File: config.mk
export PLATFORM = sky130hd
export DESIGN_NAME = tick_period_monitor
export DESIGN_NICKNAME = d
export VERILOG_FILES = /design/src/rtl/tick_period_monitor.sv
export SDC_FILE = /design/constraint.sdc
export NUM_CORES = 1
export LEC_CHECK = 0
export BUFFER_PORTS_ARGS = -buffer_cell sky130_fd_sc_hd__buf_2
export CORE_ASPECT_RATIO = 0.9
export CORE_UTILIZATION = 25
export DETAILED_ROUTE_END_ITERATION = 7
export GPL_TIMING_DRIVEN = 1
export SLEW_MARGIN = 10
export SYNTH_ARGS = -nofsm -noshare
export SYNTH_HDL_FRONTEND = slang
export SYNTH_SLANG_ARGS = --single-unit
File: constraint.sdc
create_clock -name clk_100MHz -period 2.5 [get_ports clk_100MHz]
set_input_delay 0.25 -clock clk_100MHz [delete_from_list [all_inputs] [get_ports clk_100MHz]]
set_output_delay 0.25 -clock clk_100MHz [all_outputs]
set_load 0.1 [all_outputs]
File: src/rtl/tick_period_monitor.sv
// tick_period_monitor: resynchronizes a slow square-wave tick, measures its
// period in system clocks, checks it against a window and flags lock/missing.
module tick_period_monitor #(
   parameter int unsigned CW         = 24,
   parameter int unsigned EXP_PERIOD = 10_000_000,
   parameter int unsigned TOL        = 1000,
   parameter int unsigned LOCK_CNT   = 3
) (
   input  logic          clk_100MHz,
   input  logic          rst_n,
   input  logic          tick_in,
   output logic [CW-1:0] period,
   output logic          period_valid,
   output logic          in_range,
   output logic          lock,
   output logic          missing
);

   localparam int unsigned GW = (LOCK_CNT < 2) ? 1 : $clog2(LOCK_CNT + 1);

   // Window bounds and timeout in CW+1 bits; lower bound clamps at 0 when TOL > EXP_PERIOD.
   localparam logic [CW:0]   LO_B    = (EXP_PERIOD > TOL) ? (CW+1)'(EXP_PERIOD - TOL) : '0;
   localparam logic [CW:0]   HI_B    = (CW+1)'(EXP_PERIOD + TOL);
   localparam logic [CW:0]   TMO_B   = (CW+1)'(EXP_PERIOD + TOL + 1);
   localparam logic [CW-1:0] CNT_MAX = {CW{1'b1}};
   localparam logic [GW-1:0] LOCK_V  = GW'(LOCK_CNT);

   typedef enum logic {
      ACQUIRE = 1'b0,
      MEASURE = 1'b1
   } state_e;

   state_e        state_q, state_d;
   logic          s1_q, s2_q, prev_q;
   logic [CW-1:0] cnt_q, cnt_d;
   logic [GW-1:0] good_q, good_d;
   logic [CW-1:0] period_q, period_d;
   logic          pv_q, pv_d;
   logic          in_range_q, in_range_d;
   logic          lock_q, lock_d;
   logic          missing_q, missing_d;

   logic          rise_c;
   logic [CW:0]   cnt_p1_c;
   logic          win_c;

   assign rise_c   = s2_q & ~prev_q;
   assign cnt_p1_c = {1'b0, cnt_q} + (CW+1)'(1);
   assign win_c    = (cnt_p1_c >= LO_B) && (cnt_p1_c <= HI_B);

   // Two-flop synchronizer plus edge-detect history.
   always_ff @(posedge clk_100MHz) begin
      if (rst_n) begin
         s1_q   <= 1'b0;
         s2_q   <= 1'b0;
         prev_q <= 1'b0;
      end else begin
         s1_q   <= tick_in;
         s2_q   <= s1_q;
         prev_q <= s2_q;
      end
   end

   // FSM state register.
   always_ff @(posedge clk_100MHz) begin
      if (rst_n) state_q <= ACQUIRE;
      else       state_q <= state_d;
   end

   // Measurement datapath registers.
   always_ff @(posedge clk_100MHz) begin
      if (rst_n) begin
         cnt_q      <= '0;
         good_q     <= '0;
         period_q   <= '0;
         pv_q       <= 1'b0;
         in_range_q <= 1'b0;
         lock_q     <= 1'b0;
         missing_q  <= 1'b0;
      end else begin
         cnt_q      <= cnt_d;
         good_q     <= good_d;
         period_q   <= period_d;
         pv_q       <= pv_d;
         in_range_q <= in_range_d;
         lock_q     <= lock_d;
         missing_q  <= missing_d;
      end
   end

   // Next-state and output logic; a rise always beats a simultaneous timeout.
   always_comb begin
      state_d    = state_q;
      cnt_d      = rise_c ? '0 : ((cnt_q == CNT_MAX) ? cnt_q : cnt_q + CW'(1));
      good_d     = good_q;
      period_d   = period_q;
      pv_d       = 1'b0;
      in_range_d = in_range_q;
      lock_d     = lock_q;
      missing_d  = missing_q;

      case (state_q)
         ACQUIRE: begin
            if (rise_c) begin
               state_d   = MEASURE;
               missing_d = 1'b0;
            end
         end
         MEASURE: begin
            if (rise_c) begin
               period_d   = CW'(cnt_p1_c);
               pv_d       = 1'b1;
               in_range_d = win_c;
               if (win_c) good_d = (good_q == LOCK_V) ? good_q : good_q + GW'(1);
               else       good_d = '0;
               lock_d     = (good_d == LOCK_V);
            end else if (cnt_p1_c == TMO_B) begin
               missing_d  = 1'b1;
               lock_d     = 1'b0;
               good_d     = '0;
               in_range_d = 1'b0;
               state_d    = ACQUIRE;
            end
         end
         default: state_d = ACQUIRE;
      endcase
   end

   assign period       = period_q;
   assign period_valid = pv_q;
   assign in_range     = in_range_q;
   assign lock         = lock_q;
   assign missing      = missing_q;

endmodule

==> results by group <==
Clock tree
  – H-tree lvl count: 3
  – CTS buffer count: 9
  – CTS max path bufs: 2
  – Clk slew on worst S/H paths: 50 ps
  – Clock Tree Root: clkbuf_16
  – Clock sinks: 58
  – # hold bufs at CTS: 0
  – Worst-Skew Late Latency: 320 ps
  – CTS tree: yes

Worst setup path
  – Max FO, Critical Path: 10
  – Crit. Startpoint: cnt_q[3]
  – Crit path largest cell delay: 450 ps
  – WS Path Type: reg2reg
  – Data required, critical path: 2690 ps
  – WP buf/inv: 1
  – Worst EP arrival: 2630 ps
  – Crit path max-delay family: compound AO/OA/AOI/OAI gates
  – Sequence of cells on the critical path: buf_4, and3_1, mux2_2, nand3_1, o221ai_1, a2111o_1, o211a_1, o221ai_2, a22oi_1
  – Worst Setup End Kind: flop
  – Worst Setup Start Kind: flop
  – Max stage delay cell, worst path: a2111o_1
  – Reg-to-reg startpoint: cnt_q[3]

Synthesis
  – Synth Register Bits: 58
  – EDFF count, synth: 0
  – Syn nets: 343
  – Count of cell types in the netlist: 58
  – Synth async-reset ratio: 0%
  – Syn avg cell area: 8.680 sq um
  – Mux cell area share after synthesis: 1.069%
  – Sequential area share after synthesis: 39.69%
  – Post-Synth Simple-Gate Area: 25.49%
  – Ys Warns: 0
  – Largest family of logic cells by synthesized area: simple AND/OR/NAND/NOR gates
  – Syn Inst Count: 337
  – Synth Flop Type: dfxtp_1
  – Mapped Area: 2925 sq um
  – Synth Area in Adders: 1.283%
  – Synth Area in Compound Gates: 19.93%
  – Synth Area in XOR/XNOR: 7.485%

STA
  – Max-slew violations: 0
  – Least-Margin Pin Slew: 1065 ps
  – RSZ-0062 raised after global routing: true
  – Max Freq: 0.4108 GHz
  – Slew headroom: 29.02%
  – WHS: 132.7 ps
  – Sum Neg Setup Slack: 0 ps
  – Final Hold Fails: 0
  – Final Cycle Share: 97.36%
  – Final setup fails: 0
  – Clk_skew: 5.742 ps
  – Min cycle time layout: 2434 ps

Min path
  – Hold Crit Start: tick_in
  – Worst min path class: in2reg

Final layout
  – Fin nets: 411
  – Filler cell count: 1209
  – Share of cells above drive strength 1: 33.41%
  – Non-filler cells, final: 566
  – Synth-to-Final Area Change: 36.14%
  – Final Util: 34.83%
  – Diodes inserted: 0

Route
  – Via count: 2659
  – Antenna Nets Post-Route: 0
  – DRT Wirelength: 7930 microns
  – Vias per inst: 4.698
  – DR iter-0 viols: 86
  – DR pass1 iterations: 4
  – Drt wl/cell: 14.01 microns
  – Drt drc: 0

Floorplanning
  – Ports: 31
  – Die ar.: 12140 sq um
  – Core area: 11430 sq um
  – Die H: 104.6 microns
  – DIE WIDTH: 116.0 microns
  – # rows: 37
  – Starting Density: 25.58%

Placed design
  – GP Congestion: 0.8262
  – I/O Buffers: 30
  – DP Wirelength: 5541 microns
  – Placed Cells: 544

GRT
  – Vias in the first global route: 2628
  – Met1 Track Usage GR: 18.06%
  – Met2 usage: 22.32%
  – Met3 Resource Use GR: 4.524%
  – First-pass GRT wire length: 13180 microns
  – Largest net degree at the start of global routing: 46
  – Initial antenna violation count: 0
  – Global Route Usage Sum: 14.11%
  – Grt total ovfl: 0
  – Gr busiest metal: met2

Power and ir drop
  – Leak: 0.001499 uW
  – Final total power: 2305 uW
  – Pwr/cell area: 578.7 nW/um^2
  – VDD IR max: 281.6 uV

Outcome
  – Status: completed

Run
  – Max cap viols: 0
-- stage by stage --
stage          area (sq um)  setup slack [ps]
2_1_floorplan          2925             34.03
3_3_place_gp           3512            -2.981
3_5_place_dp           3512             2.545
4_1_cts                3874             41.13
5_1_grt                3983            -80.12
6_report               3983             65.97
-- cell families after synthesis --
| group | count (synthesis) |
|---|---|
| AO/OA/AOI/OAI | 86 |
| XOR/XNOR | 25 |
| adder cells (fa/ha/maj) | 3 |
| buffers and inverters | 36 |
| flip-flops | 58 |
| multiplexers | 3 |
| AND/OR/NAND/NOR | 126 |
-- cells in the final DEF (no fill, tap or decap), drive strengths merged, types with 2 or more instances in the layout --
cell type   n
mux2i       2
nor3        4
o22ai       3
nor2b       7
o21ai       7
nor4        8
and2        7
buf        81
o221ai      3
and3        8
nor4b       2
clkbuf     12
nand4b      2
nand3      15
nor2       41
nand2      17
clkinvlp    2
xor2       10
ha          3
o311ai      3
inv        11
a21oi      29
dfxtp      58
nand2b      3
a211oi     25
a31o        2
nand4       7
xnor2      15
-- report_power, final --
part | total, uW | leakage, uW | switching [uW] | internal, uW
Combinational | 119 | 0.000882 | 87.0 | 31.5
Sequential | 947 | 0.000473 | 8.59 | 938
Clock | 1240 | 0.000145 | 417 | 823
Total | 2300 | 0.00150 | 512 | 1790
-- area by class of cell --
class	instances	area [sq um]	area share, %
clock buffers	12	256.5	6.440
clock inverters	4	50.05	1.257
inverters	11	41.29	1.037
multi-input cells	244	1727	43.36
flip-flops and latches	58	1172	29.44
well taps	156	195.2	4.901
repair buffers	81	540.5	13.57
-- routing by layer --
metal / vias up / routed length [microns]
met1: 1259 / 3751
met5: - / 0
li1: 1354 / -
met2: 40 / 3821
met4: 0 / 55
met3: 6 / 301
-- synthesized netlist by cell type, types with 6 or more instances --
| cell type | count | area [sq um] |
|---|---|---|
| dfxtp_1 | 58 | 1161 |
| xnor2_1 | 15 | 131.4 |
| clkbuf_1 | 16 | 60.06 |
| a211oi_1 | 25 | 187.7 |
| and3_1 | 8 | 50.05 |
| nor4_1 | 6 | 37.54 |
| nand2_1 | 17 | 63.81 |
| xor2_1 | 10 | 87.58 |
| nor2b_1 | 7 | 43.79 |
| nor2_1 | 41 | 153.9 |
| a21oi_1 | 29 | 145.1 |
| inv_1 | 11 | 41.29 |
| buf_2 | 6 | 30.03 |
| nand3_1 | 14 | 70.07 |
| o21ai_0 | 7 | 35.03 |
-- path summary, 6_finish.rpt --
| check | slack [ps] | cells after the start | end |
|---|---|---|---|
| hold / removal | 130 | 2 | s1_q |
| setup reg to reg | 70 | 9 | good_q[1] |
| setup / recovery | 70 | 9 | good_q[1] |
| hold reg to reg | 440 | 1 | s2_q |
-- timing repair --
action / CTS / global route
gates cloned: 1 / 0
pin swaps: 2 / 12
endpoints found under the hold margin: 0 / 0
resized for setup: 11 / 20
endpoints found under the setup margin: 3 / 6
setup buffers: 0 / 5
Note: power is estimated with default switching activity, not from simulation.
